$ cat config.mk
export PLATFORM = sky130hd
export DESIGN_NAME = idrob_queue
export DESIGN_NICKNAME = d
export VERILOG_FILES = /design/src/rtl/idrob_queue.sv
export SDC_FILE = /design/constraint.sdc
export NUM_CORES = 1
export LEC_CHECK = 0
export CAP_MARGIN = 20
export CORE_MARGIN = 5
export CORE_UTILIZATION = 40
export CTS_BUF_LIST = sky130_fd_sc_hd__clkbuf_2
export DETAILED_ROUTE_END_ITERATION = 6
export MAX_ROUTING_LAYER = met4
export PLACE_DENSITY = 0.57
export SYNTH_ARGS = -nofsm -noshare
export SYNTH_HDL_FRONTEND = slang
export SYNTH_SLANG_ARGS = --single-unit
$ cat constraint.sdc
create_clock -name clk -period 13.8 [get_ports clk]
set_input_delay 4.14 -clock clk [delete_from_list [all_inputs] [get_ports clk]]
set_output_delay 4.14 -clock clk [all_outputs]
set_load 0.01 [all_outputs]
$ cat src/rtl/idrob_queue.sv
// ---------------------------------------------------------------------------
// idrob_queue
//
// In-order FIFO of packed decode bundles sitting between ID and ROB. It lets
// ID keep decoding while ROB is stalled. Flow control is valid/ready on both
// sides. A flush drops every queued bundle. An almost-full hint lets ID stall
// early, before the queue is completely full.
//
// Ports:
//   clk          in   clock, rising edge
//   rst          in   synchronous, active-low reset
//   flush        in   discard all entries (mispredict / exception recovery)
//   push_valid   in   ID offers push_data
//   push_ready   out  queue accepts a bundle this cycle
//   push_data    in   DATA_WIDTH bundle from ID
//   pop_valid    out  head bundle is presented to ROB
//   pop_ready    in   ROB consumes the head bundle
//   pop_data     out  head bundle, all zeros when nothing is presented
//   count        out  occupancy, 0..DEPTH
//   full         out  count == DEPTH
//   empty        out  count == 0
//   almost_full  out  count >= AFULL_THRESH
// ---------------------------------------------------------------------------
module idrob_queue #(
    parameter int DATA_WIDTH   = 256,
    parameter int DEPTH        = 4,
    parameter int ADDR_WIDTH   = 2,
    parameter int AFULL_THRESH = 3
) (
    input  logic                  clk,
    input  logic                  rst,
    input  logic                  flush,
    input  logic                  push_valid,
    output logic                  push_ready,
    input  logic [DATA_WIDTH-1:0] push_data,
    output logic                  pop_valid,
    input  logic                  pop_ready,
    output logic [DATA_WIDTH-1:0] pop_data,
    output logic [ADDR_WIDTH:0]   count,
    output logic                  full,
    output logic                  empty,
    output logic                  almost_full
);

    localparam logic [ADDR_WIDTH:0]   CNT_DEPTH = DEPTH[ADDR_WIDTH:0];
    localparam logic [ADDR_WIDTH:0]   CNT_AFULL = AFULL_THRESH[ADDR_WIDTH:0];
    localparam logic [ADDR_WIDTH:0]   CNT_ONE   = 1;
    localparam logic [ADDR_WIDTH-1:0] PTR_ONE   = 1;

    logic [DATA_WIDTH-1:0] mem_q [DEPTH];

    logic [ADDR_WIDTH-1:0] wr_ptr_q, wr_ptr_d;
    logic [ADDR_WIDTH-1:0] rd_ptr_q, rd_ptr_d;
    logic [ADDR_WIDTH:0]   cnt_q,    cnt_d;

    logic push_fire;
    logic pop_fire;

    // Status flags decode registered state only, so they move after an edge.
    // Ready does not look at pop_ready: a full queue refuses pushes for the
    // whole cycle, even when a pop fires in that same cycle.
    assign full        = (cnt_q == CNT_DEPTH);
    assign empty       = (cnt_q == '0);
    assign almost_full = (cnt_q >= CNT_AFULL);
    assign count       = cnt_q;

    assign push_ready = rst & ~full;
    assign pop_valid  = rst & ~empty;
    assign pop_data   = pop_valid ? mem_q[rd_ptr_q] : '0;

    assign push_fire = push_valid & push_ready;
    assign pop_fire  = pop_valid & pop_ready;

    // Pointer and occupancy next state. Flush overrides any handshake fired
    // in the same cycle. Pointers wrap through natural ADDR_WIDTH overflow.
    always_comb begin
        wr_ptr_d = wr_ptr_q;
        rd_ptr_d = rd_ptr_q;
        cnt_d    = cnt_q;
        if (flush) begin
            wr_ptr_d = '0;
            rd_ptr_d = '0;
            cnt_d    = '0;
        end else begin
            case ({push_fire, pop_fire})
                2'b10: begin
                    wr_ptr_d = wr_ptr_q + PTR_ONE;
                    cnt_d    = cnt_q + CNT_ONE;
                end
                2'b01: begin
                    rd_ptr_d = rd_ptr_q + PTR_ONE;
                    cnt_d    = cnt_q - CNT_ONE;
                end
                2'b11: begin
                    wr_ptr_d = wr_ptr_q + PTR_ONE;
                    rd_ptr_d = rd_ptr_q + PTR_ONE;
                end
                default: ;
            endcase
        end
    end

    always_ff @(posedge clk) begin
        if (!rst) begin
            wr_ptr_q <= '0;
            rd_ptr_q <= '0;
            cnt_q    <= '0;
        end else begin
            wr_ptr_q <= wr_ptr_d;
            rd_ptr_q <= rd_ptr_d;
            cnt_q    <= cnt_d;
        end
    end

    // Storage carries no reset: contents are only visible through pop_valid.
    // push_fire already includes rst, so nothing is written during reset.
    always_ff @(posedge clk) begin
        if (push_fire && !flush) begin
            mem_q[wr_ptr_q] <= push_data;
        end
    end

endmodule

# Yosys cells after proc, flatten, opt, wreduce, memory -nomap -nowiden

Memory sizes are Yosys's and may differ from the RTL's. A register that Yosys moved wholly into a read port is not among the register bits.
Index checks and enable logic that the tools add are counted.

Add/sub/neg operators: 4
Magnitude comparators: 1
Eq/ne operators: 4
Multiplexer cells: 6
Bitwise gates (word level): 7
Reduce and logical (&&, ||, !) cells: 7

Operators by type and width:

| cell                | number |
|---|---|
| $mux 256            | 1 |
| $pmux 3 s2          | 1 |
| $reduce_or 2->1     | 3 |
| $add 2x1->2 const B | 2 |
| $and 1x1->1         | 4 |
| $eq 2x2->1 const B  | 2 |
| $mux 2              | 2 |
| $add 3x1->3 const B | 1 |
| $eq 3x3->1 const B  | 1 |
| $ge 3x2->1 const B  | 1 |
| $logic_not 3->1     | 1 |
| $not 1->1           | 3 |
| $sub 3x1->3 const B | 1 |
| $eq 2x1->1 const B  | 1 |
| $mux 1              | 2 |
| $reduce_bool 2->1   | 1 |
| $logic_and 1x1->1   | 1 |
| $logic_not 1->1     | 1 |

Bits in registers: 7
RAM bits: 1024
Bits of input ports: 261
Output and inout port bits: 264
Word-level logic and storage cells: 33
Memories kept: 1

Memories:

| name  | words | width | read ports | clocked after Yosys merged registers in | write ports | RTL line | source |
|---|---|---|---|---|---|---|---|
| mem_q | 4     | 256   | 1          | 1                                       | 1           | 50       | `logic [DATA_WIDTH-1:0] mem_q [DEPTH];` |

# Longest topological paths before layout

Gate-level depths: netlist (run 1).

Depth after elaboration: 8
Depth in mapped cells: 10
Mapped depth without buffers: 9

# Least setup slack after synthesis (run 1)

Ideal clock, no wire load.

Path kind: in2reg
Start: in rst
End: mem mem_q[0][0] (enable)
Library setup time: 0.649 ns
Arrival: 10.534 ns
Data required time: 13.151 ns
Slack: 2.616 ns
Stages on the path: 4
Buffers on the path: 1
Path through: clkbuf_1 > nand2_1 > nor3_1 > and2_1

Longest elaborated chain between the ends: 5

RTL lines:

| what                         | RTL line | source |
|---|---|---|
| from (decl)                  | 31       | `input logic rst,` |
| $and 1x1->1                  | 67       | `assign push_ready = rst & ~full;` |
| $and 1x1->1                  | 71       | `assign push_fire = push_valid & push_ready;` |
| $logic_and 1x1->1            | 118      | `if (push_fire && !flush) begin` |
| $mux 1                       | 118      |  |
| $mux 1 (not written as such) | 119      | `mem_q[wr_ptr_q] <= push_data;` |
| to (decl)                    | 50       |  |

Every way passes these cells.

# Worst setup path after layout (run 1)

Start: in rst
End: out pop_data[84]

Longest elaborated chain between the ends: 2

RTL lines:

| what        | RTL line | source |
|---|---|---|
| $and 1x1->1 | 68       | `assign pop_valid = rst & ~empty;` |
| $mux 256    | 69       | `assign pop_data = pop_valid ? mem_q[rd_ptr_q] : '0;` |
| to (decl)   | 38       | `output logic [DATA_WIDTH-1:0] pop_data,` |

Every way passes these cells.

==> results of run 1 <==
cells by family (layout without fill, tap and decap cells):
family	count (synthesis)	in the layout	share of synthesized area, %
xor+xnor	5	5	0.111
simple gates	278	278	4.33
compound gates	8	8	0.127
fa+ha+maj	8	8	0.272
flops	1033	1033	78.3
other cells	0	25	0
buf+inv	124	990	2.30
mux	256	256	14.6
routing by layer:
metal / global-route usage, % / up-vias / routed length [um]
li1: - / 8802 / -
met1: 20.7 / 10400 / 36100
met2: 29.3 / 678 / 48000
met3: 5.72 / 125 / 6150
met4: 6.97 / 0 / 1950
met5: - / - / 0
Yosys cell counts:
cell	number	area [um^2]
xnor2_1	1	8.76
and3_1	256	1600
a21o_1	1	7.51
mux4_2	256	5770
inv_1	8	30.0
nor2b_1	1	6.26
buf_6	6	67.6
o311ai_0	1	8.76
nand2_1	2	7.51
dfxtp_1	9	180
nor3b_1	1	7.51
fa_1	1	20.0
o311ai_1	1	8.76
xor2_1	4	35.0
a21oi_1	3	15.0
buf_4	1	7.51
nand2b_1	1	6.26
or3_1	2	12.5
nor2_1	9	33.8
nor3_1	1	5.00
buf_12	22	440
buf_2	28	140
edfxtp_1	1024	30700
clkbuf_1	58	218
buf_1	1	3.75
and2_1	5	31.3
o21ai_0	2	10.0
ha_1	7	87.6
stage by stage:
step,cells,setup slack (ps),hold slack [ps],utilization [%]
3_3_place_gp,3425,3270,475,46.5
6_report,3890,3310,496,48.9
2_1_floorplan,1712,2620,465,-
5_1_grt,3890,3120,529,48.9
3_5_place_dp,3425,3210,488,46.5
4_1_cts,3864,3210,499,48.8
layout make-up:
class | count | area [um^2] | share of cell area (%)
Tap cell | 1287 | 1610 | 3.35
Clock buffer | 387 | 1940 | 4.03
Inverter | 8 | 30.0 | 0.0625
Antenna cell | 25 | 62.6 | 0.130
Sequential cell | 1033 | 30900 | 64.4
Clock inverter | 52 | 282 | 0.586
Multi-Input combinational cell | 555 | 7690 | 16.0
Timing Repair Buffer | 543 | 5500 | 11.4
final timing paths:
kind | startpoint | end | depth (start not counted)
setup / recovery | rst | pop_data[84] | 4
setup reg to reg | count[0] | mem_q[1][152] | 4
hold / removal | wr_ptr_q[1] | wr_ptr_q[1] | 2
hold reg to reg | wr_ptr_q[1] | wr_ptr_q[1] | 2
worst reg2reg max path, delay by kind of cell, from the launching register on:
kind                   cells  cell delay [ps]
buffers and inverters      1              940
flip-flops                 1              600
AND/OR/NAND/NOR            3             1570
registers in the layout, summed over array words and instances (netlist names), named ones only:
| signal | cells |
|---|---|
| count | 3 |
| wr_ptr_q | 2 |
| mem_q | 1024 |
| rd_ptr_q | 2 |
power by group through the flow:
stage	sequential, mW	combinational, mW	clock (mW)
after floorplan	3.56	0.0788	0
after global placement	3.55	0.232	0
after detailed placement	3.55	0.239	0
after CTS	3.48	0.240	2.06
after global routing	3.48	0.254	2.23
final	3.48	0.236	1.95
==> impl_metrics.env, run 1 <==
export IMPL_area_delta_synth_final_pct=21.6
export IMPL_switching_share_pct=22.4
export IMPL_cts_sinks=1033
export IMPL_post_cts_buffers=0
export IMPL_clockBufferDepth=4
export IMPL_dr_pass1_iters=5
export IMPL_dpl_hpwl_mm=52.7
export IMPL_relSlewSlack_pct=18.2
export IMPL_hold_buffers=0
export IMPL_vdd_ir_drop_max_uv=67.1
export IMPL_crit_family="buffers and inverters"
export IMPL_drive_above_1_share_pct=26.6
export IMPL_layout_commonest_cell="edfxtp_1"
export IMPL_dieWidth_um=324
export IMPL_track_usage_pct=17.9
export IMPL_grt_pass1_wl_mm=138
export IMPL_placed_area_mm2=0.0457
export IMPL_port_buffers=524
export IMPL_worstPathRequired_ps=9660
export IMPL_clk_latency_ps=1370
export IMPL_ys_ff_latch=1033
export IMPL_post_drt_wl_per_cell_um=23.7
export IMPL_tns_ps=0
export IMPL_finalClockSkew_ps=121
export IMPL_crit_slowest_cell="buf_4"
export IMPL_fp_dieH_um=324
export IMPL_status="complete, no violations"
export IMPL_viasPerCell=5.13
export IMPL_gp_congestion=0.715
export IMPL_via_count=20000
export IMPL_worst_pin_slew_ps=1230
export IMPL_layout_common_cells="1,024 x edfxtp_1, 523 x clkdlybuf4s50_1, 387 x clkbuf_2"
export IMPL_grt_ovfl_total=0
export IMPL_max_cap_violations=0
export IMPL_finalSetupViolations=0
export IMPL_antenna_found_initial=25
export IMPL_netlist_area_mm2=0.0395
export IMPL_grt_pass1_vias=21900
export IMPL_cp_start_kind="input pin"
export IMPL_p_comb_share_pct=4.2
export IMPL_p_leak_nw=16.1
export IMPL_grt_max_degree=144
export IMPL_drc=0
export IMPL_start_util_pct=40.2
export IMPL_path_class="in -> out"
export IMPL_cts_tree="built"
export IMPL_wl_mm=92.2
export IMPL_drtIter0Drc=1140
export IMPL_power_density_mw_per_mm2=118
export IMPL_p_total_mw=5.67
export IMPL_yosysWarnings=0
export IMPL_critPathBufInv=3
export IMPL_fillCellCount=8276
export IMPL_cp_arrival_ps=6350
export IMPL_synth_nets=1981
export IMPL_min_path_type="reg -> reg"
export IMPL_ant_nets=0
export IMPL_critPathCaptureType="output port"
export IMPL_rsz0062_at_grt="false"
export IMPL_io_pins=525
export IMPL_hold_viol=0
export IMPL_p_int_mw=4.40
export IMPL_clock_power_share_pct=34.4
export IMPL_ys_seq_area_share_pct=78.3
export IMPL_timing_final_crit_share_pct=76.0
export IMPL_seq_power_share_pct=61.4
export IMPL_design_core_area_mm2=0.0983
export IMPL_yosysUniqueCellTypes=28
export IMPL_clock_fmax_mhz=95.3
export IMPL_path_clk_slew_ps=90
export IMPL_min_period_ps=10490
export IMPL_drv_slew=0
export IMPL_stdcell_area_mm2=0.0480
export IMPL_rows=115
export IMPL_crit_chain="buf_6 > buf_4 > and3_1 > clkdlybuf4s50_1"
export IMPL_syn_avg_cell_area_um2=23.1
export IMPL_cts_root_buf="clkbuf_2"
export IMPL_dieArea_mm2=0.105
export IMPL_slowest_delay_ps=730
export IMPL_final_net_count=2689
export IMPL_p_switching_mw=1.27
export IMPL_ctsResizeCount=0
export IMPL_synthCells=1712
export IMPL_crit_fanout=119
export IMPL_htreeDepth=5
export IMPL_cts_made_buffers=279
export IMPL_r2r_slack_ps=10140
(Power assumes the default switching activity.)
==> run 2: changes to the inputs <==
PLACE_DENSITY = 0.59   (was 0.57)
clock period = 8.9 ns   (was 13.8 ns; I/O delays follow)
==> run 2 against run 1 <==
Global-route usage is essentially flat; clock skew is 46 ps higher; first-iteration DRC count rose by 1.2%; setup slack worse by 1800 ps; die area unchanged; total power rose by 56%; clock power increased by 57%; design area grew 0.55%; worst hold slack better by 17 ps; flip-flop and latch count unchanged; critical path type unchanged.
==> impl_metrics.env, run 2 (synthesized netlist as in run 1, its figures left out) <==
export IMPL_htreeDepth=5
export IMPL_critPathCaptureType="output port"
export IMPL_dpl_hpwl_mm=54.8
export IMPL_max_cap_violations=0
export IMPL_crit_family="buffers and inverters"
export IMPL_power_density_mw_per_mm2=183
export IMPL_drtIter0Drc=1154
export IMPL_reg2reg_to="mem_q[3][224]"
export IMPL_p_total_mw=8.83
export IMPL_rows=115
export IMPL_rr_startpoint="count[0]"
export IMPL_antenna_found_initial=17
export IMPL_dieWidth_um=324
export IMPL_cts_root_buf="clkbuf_2"
export IMPL_ant_nets=0
export IMPL_min_path_type="reg -> reg"
export IMPL_cp_start_kind="input pin"
export IMPL_grt_ovfl_total=0
export IMPL_fp_dieH_um=324
export IMPL_post_cts_buffers=0
export IMPL_tns_ps=0
export IMPL_vdd_ir_drop_max_uv=104
export IMPL_hold_viol=0
export IMPL_track_usage_pct=17.9
export IMPL_timing_final_crit_share_pct=83.1
export IMPL_path_class="in -> out"
export IMPL_path_depth=4
export IMPL_hold_buffers=0
export IMPL_min_period_ps=7390
export IMPL_clockBufferDepth=4
export IMPL_path_clk_slew_ps=100
export IMPL_ctsResizeCount=0
export IMPL_final_net_count=2700
export IMPL_wl_mm=92.4
export IMPL_drc=0
export IMPL_io_pins=525
export IMPL_crit_end="pop_data[137]"
export IMPL_cts_made_buffers=281
export IMPL_cts_sinks=1033
export IMPL_cts_tree="built"
export IMPL_slowest_delay_ps=580
export IMPL_clock_fmax_mhz=135
export IMPL_critPathBufInv=3
export IMPL_via_count=20000
export IMPL_finalClockSkew_ps=167
export IMPL_clk_latency_ps=1430
export IMPL_drive_above_1_share_pct=26.6
export IMPL_crit_chain="buf_6 > buf_12 > and3_1 > clkdlybuf4s50_1"
export IMPL_dr_pass1_iters=5
export IMPL_relSlewSlack_pct=30.4
export IMPL_crit_slowest_cell="buf_6"
export IMPL_design_core_area_mm2=0.0983
export IMPL_status="complete, no violations"
export IMPL_worst_pin_slew_ps=1040
export IMPL_stdcell_count=3913
export IMPL_layout_common_cells="1,024 x edfxtp_1, 523 x clkdlybuf4s50_1, 383 x clkbuf_2"
export IMPL_finalSetupViolations=0
export IMPL_worst_r2r_path_depth=4
export IMPL_rsz0062_at_grt="false"
export IMPL_crit_start="rst"
export IMPL_area_delta_synth_final_pct=22.3
export IMPL_post_drt_wl_per_cell_um=23.6
export IMPL_post_place_cells=3434
export IMPL_crit_fanout=115
export IMPL_layout_commonest_cell="edfxtp_1"
export IMPL_grt_pass1_vias=22000
export IMPL_grt_pass1_wl_mm=138
export IMPL_worstPathRequired_ps=6230
export IMPL_cp_arrival_ps=4720
export IMPL_gp_congestion=0.747
export IMPL_largest_register_ffs=1024
export IMPL_port_buffers=524
export IMPL_largest_register="mem_q"
export IMPL_p_leak_nw=16.2
export IMPL_start_util_pct=40.2
export IMPL_grt_max_degree=135
export IMPL_drv_slew=0
export IMPL_dieArea_mm2=0.105
export IMPL_whs_ps=513
export IMPL_r2r_slack_ps=5690
export IMPL_viasPerCell=5.11
==> run 2: changes by cell type in the layout (fill, tap and decap cells not counted) <==
cell / delta
clkbuf_2: -4
diode_2: -7
clkinv_2: +2
buf_4: -2
clkinv_1: +22
buf_12: +11
inv_2: +1
==> run 2: worst min path at each step <==
stage	startpoint	end	slack, ps	depth (start not counted)
floorplan	wr_ptr_q[1]	wr_ptr_q[1]	460	2
global placement	wr_ptr_q[1]	wr_ptr_q[1]	470	2
detailed placement	wr_ptr_q[1]	wr_ptr_q[1]	490	2
CTS	wr_ptr_q[1]	wr_ptr_q[1]	510	2
global route	wr_ptr_q[1]	wr_ptr_q[1]	550	2
finish	wr_ptr_q[1]	wr_ptr_q[1]	510	2
==> run 2: power by group <==
group	total (mW)	internal, mW	switching (mW)
sequential	5.40	5.39	0.0106
clock	3.06	1.24	1.82
combinational	0.370	0.195	0.175
total	8.83	6.82	2.01
==> run 2: area by class of cell <==
| type | instances | area, um^2 |
|---|---|---|
| sequential | 1033 | 30900 |
| tap | 1287 | 1610 |
| clock inverter | 77 | 378 |
| timing repair buffer | 552 | 5700 |
| antenna | 18 | 45.0 |
| multi-input combinational | 555 | 7690 |
| inverter | 8 | 30.0 |
| clock buffer | 383 | 1920 |
| fill | 8266 | 50000 |
==> run 2: through the flow <==
step,instance area [um^2],utilization [%],worst slack (ps)
global placement,45900,46.8,1650
CTS,48200,49.1,1450
floorplan,39500,-,2060
finish,48300,49.2,1510
detailed placement,45900,46.8,1580
global route,48300,49.2,1290
==> run 2: worst min-delay path, stage by stage (launching register included) <==
cell and delay (ps):
dfxtp_1 350, nand2_1 70, a21oi_1 50
==> run 2: per-layer routing <==
metal  vias to the layer above  share of wire [%]  routed length (um)  GRT usage (%)
met1                     10400                 39               36100           21.0
met2                       650                 53               48700           29.6
met5                         -                  0                   0              -
met3                       148                5.8                5400           5.11
met4                         0                2.4                2230           6.66
li1                       8829                  -                   -              -
==> run 3: changes to the inputs <==
PLACE_DENSITY = 0.57   (was 0.59)
clock period = 7.5 ns   (was 8.9 ns; I/O delays follow)
==> run 3 against run 2 <==
Routed wire length increased by 0.85%; register-to-register slack got worse by 1300 ps; clock skew decreased by 28 ps; design area about the same; sequential share of layout area decreased by 0.063 points; setup slack got worse by 680 ps; clock power increased by 19%.
==> impl_metrics.env, run 3 (synthesized netlist as in run 1, its figures left out) <==
export IMPL_status="complete, no violations"
export IMPL_met3_usage_pct=5.57
export IMPL_htreeDepth=5
export IMPL_dpl_hpwl_mm=56.0
export IMPL_clk_latency_ps=1400
export IMPL_path_clk_slew_ps=90
export IMPL_critPathCaptureType="output port"
export IMPL_vdd_ir_drop_max_uv=132
export IMPL_grt_util_met1_pct=21.4
export IMPL_area_delta_synth_final_pct=22.4
export IMPL_drv_slew=0
export IMPL_hold_buffers=0
export IMPL_via_count=19900
export IMPL_post_place_cells=3444
export IMPL_cts_root_buf="clkbuf_2"
export IMPL_grt_pass1_vias=21800
export IMPL_design_core_area_mm2=0.0983
export IMPL_track_usage_pct=18.0
export IMPL_post_drt_wl_per_cell_um=23.8
export IMPL_io_pins=525
export IMPL_drive_above_1_share_pct=27.4
export IMPL_cts_sinks=1033
export IMPL_cts_tree="built"
export IMPL_stdcell_area_mm2=0.0484
export IMPL_grt_ovfl_total=0
export IMPL_gp_congestion=0.749
export IMPL_busiest_layer="met2"
export IMPL_cp_arrival_ps=4420
export IMPL_ant_nets=0
export IMPL_crit_fanout=163
export IMPL_power_density_mw_per_mm2=217
export IMPL_placed_area_mm2=0.0460
export IMPL_viasPerCell=5.09
export IMPL_antenna_found_initial=17
export IMPL_port_buffers=524
export IMPL_cts_made_buffers=281
export IMPL_post_cts_buffers=0
export IMPL_wl_mm=93.2
export IMPL_utilization_pct=49.2
export IMPL_cp_start_kind="register"
export IMPL_max_cap_violations=0
export IMPL_grt_pass1_wl_mm=138
export IMPL_min_period_ps=6670
export IMPL_worstPathRequired_ps=5250
export IMPL_ctsResizeCount=0
export IMPL_drc=0
export IMPL_dieArea_mm2=0.105
export IMPL_final_net_count=2710
export IMPL_clockBufferDepth=4
export IMPL_dr_pass1_iters=5
export IMPL_clock_fmax_mhz=150
export IMPL_largest_register_ffs=1024
export IMPL_stdcell_count=3912
export IMPL_fp_dieH_um=324
export IMPL_finalSetupViolations=0
export IMPL_rows=115
export IMPL_layout_common_cells="1,024 x edfxtp_1, 523 x clkdlybuf4s50_1, 398 x clkbuf_2"
export IMPL_path_class="reg -> out"
export IMPL_worst_pin_slew_ps=1030
export IMPL_grt_use_met2_pct=29.3
export IMPL_relSlewSlack_pct=31.2
export IMPL_finalClockSkew_ps=139
export IMPL_dieWidth_um=324
export IMPL_p_leak_nw=16.3
export IMPL_hold_viol=0
export IMPL_timing_final_crit_share_pct=88.9
export IMPL_grt_max_degree=163
export IMPL_drtIter0Drc=1198
export IMPL_start_util_pct=40.2
export IMPL_largest_register="mem_q"
export IMPL_min_path_type="reg -> reg"
export IMPL_p_total_mw=10.5
export IMPL_layout_commonest_cell="edfxtp_1"
export IMPL_rsz0062_at_grt="false"
export IMPL_tns_ps=0
==> run 3: changes by cell type in the layout (fill, tap and decap cells not counted), sizes merged <==
cell / delta
inv: -2
buf: +10
clkbuf: +15
clkinv: -24
==> run 3: worst paths after layout <==
| kind | slack, ps | start | depth (start not counted) | end |
|---|---|---|---|---|
| worst max-delay path | 830 | count[0] | 4 | pop_data[51] |
| worst min-delay path | 500 | wr_ptr_q[1] | 2 | wr_ptr_q[1] |
| worst max register to register | 4380 | count[0] | 4 | mem_q[2][116] |
| worst min register to register | 500 | wr_ptr_q[1] | 2 | wr_ptr_q[1] |
==> run 3: worst max-delay path: stages, from the launching register on <==
cell	delay (ps)
dfxtp_1	530
or3_4	750
buf_12	600
and3_1	270
clkdlybuf4s50_1	650
==> run 3: cell type report <==
type,instances,area (um^2)
antenna,18,45.0
clock buffer,398,1990
clock inverter,51,275
fill,8206,49900
inverter,8,30.0
multi-input combinational,555,7690
sequential,1033,30900
tap,1287,1610
timing repair buffer,562,5780
==> run 3: metrics by stage <==
stage	worst slack, ps	hold slack, ps
detailed placement	1220	485
global placement	1240	471
floorplan	1080	465
CTS	532	499
global route	425	537
finish	831	501
==> run 3: routing by layer <==
metal	up-vias	wire length, um
li1	8838	-
met1	10300	36800
met2	650	48100
met3	128	6270
met4	0	1970
met5	-	0
==> run 3: report_power, final <==
part | internal [mW] | leakage [nW] | switching (mW) | total [mW]
clock network | 1.50 | 1.80 | 2.13 | 3.63
registers | 6.39 | 9.32 | 0.0117 | 6.40
logic | 0.233 | 5.15 | 0.209 | 0.442
total | 8.13 | 16.3 | 2.35 | 10.5
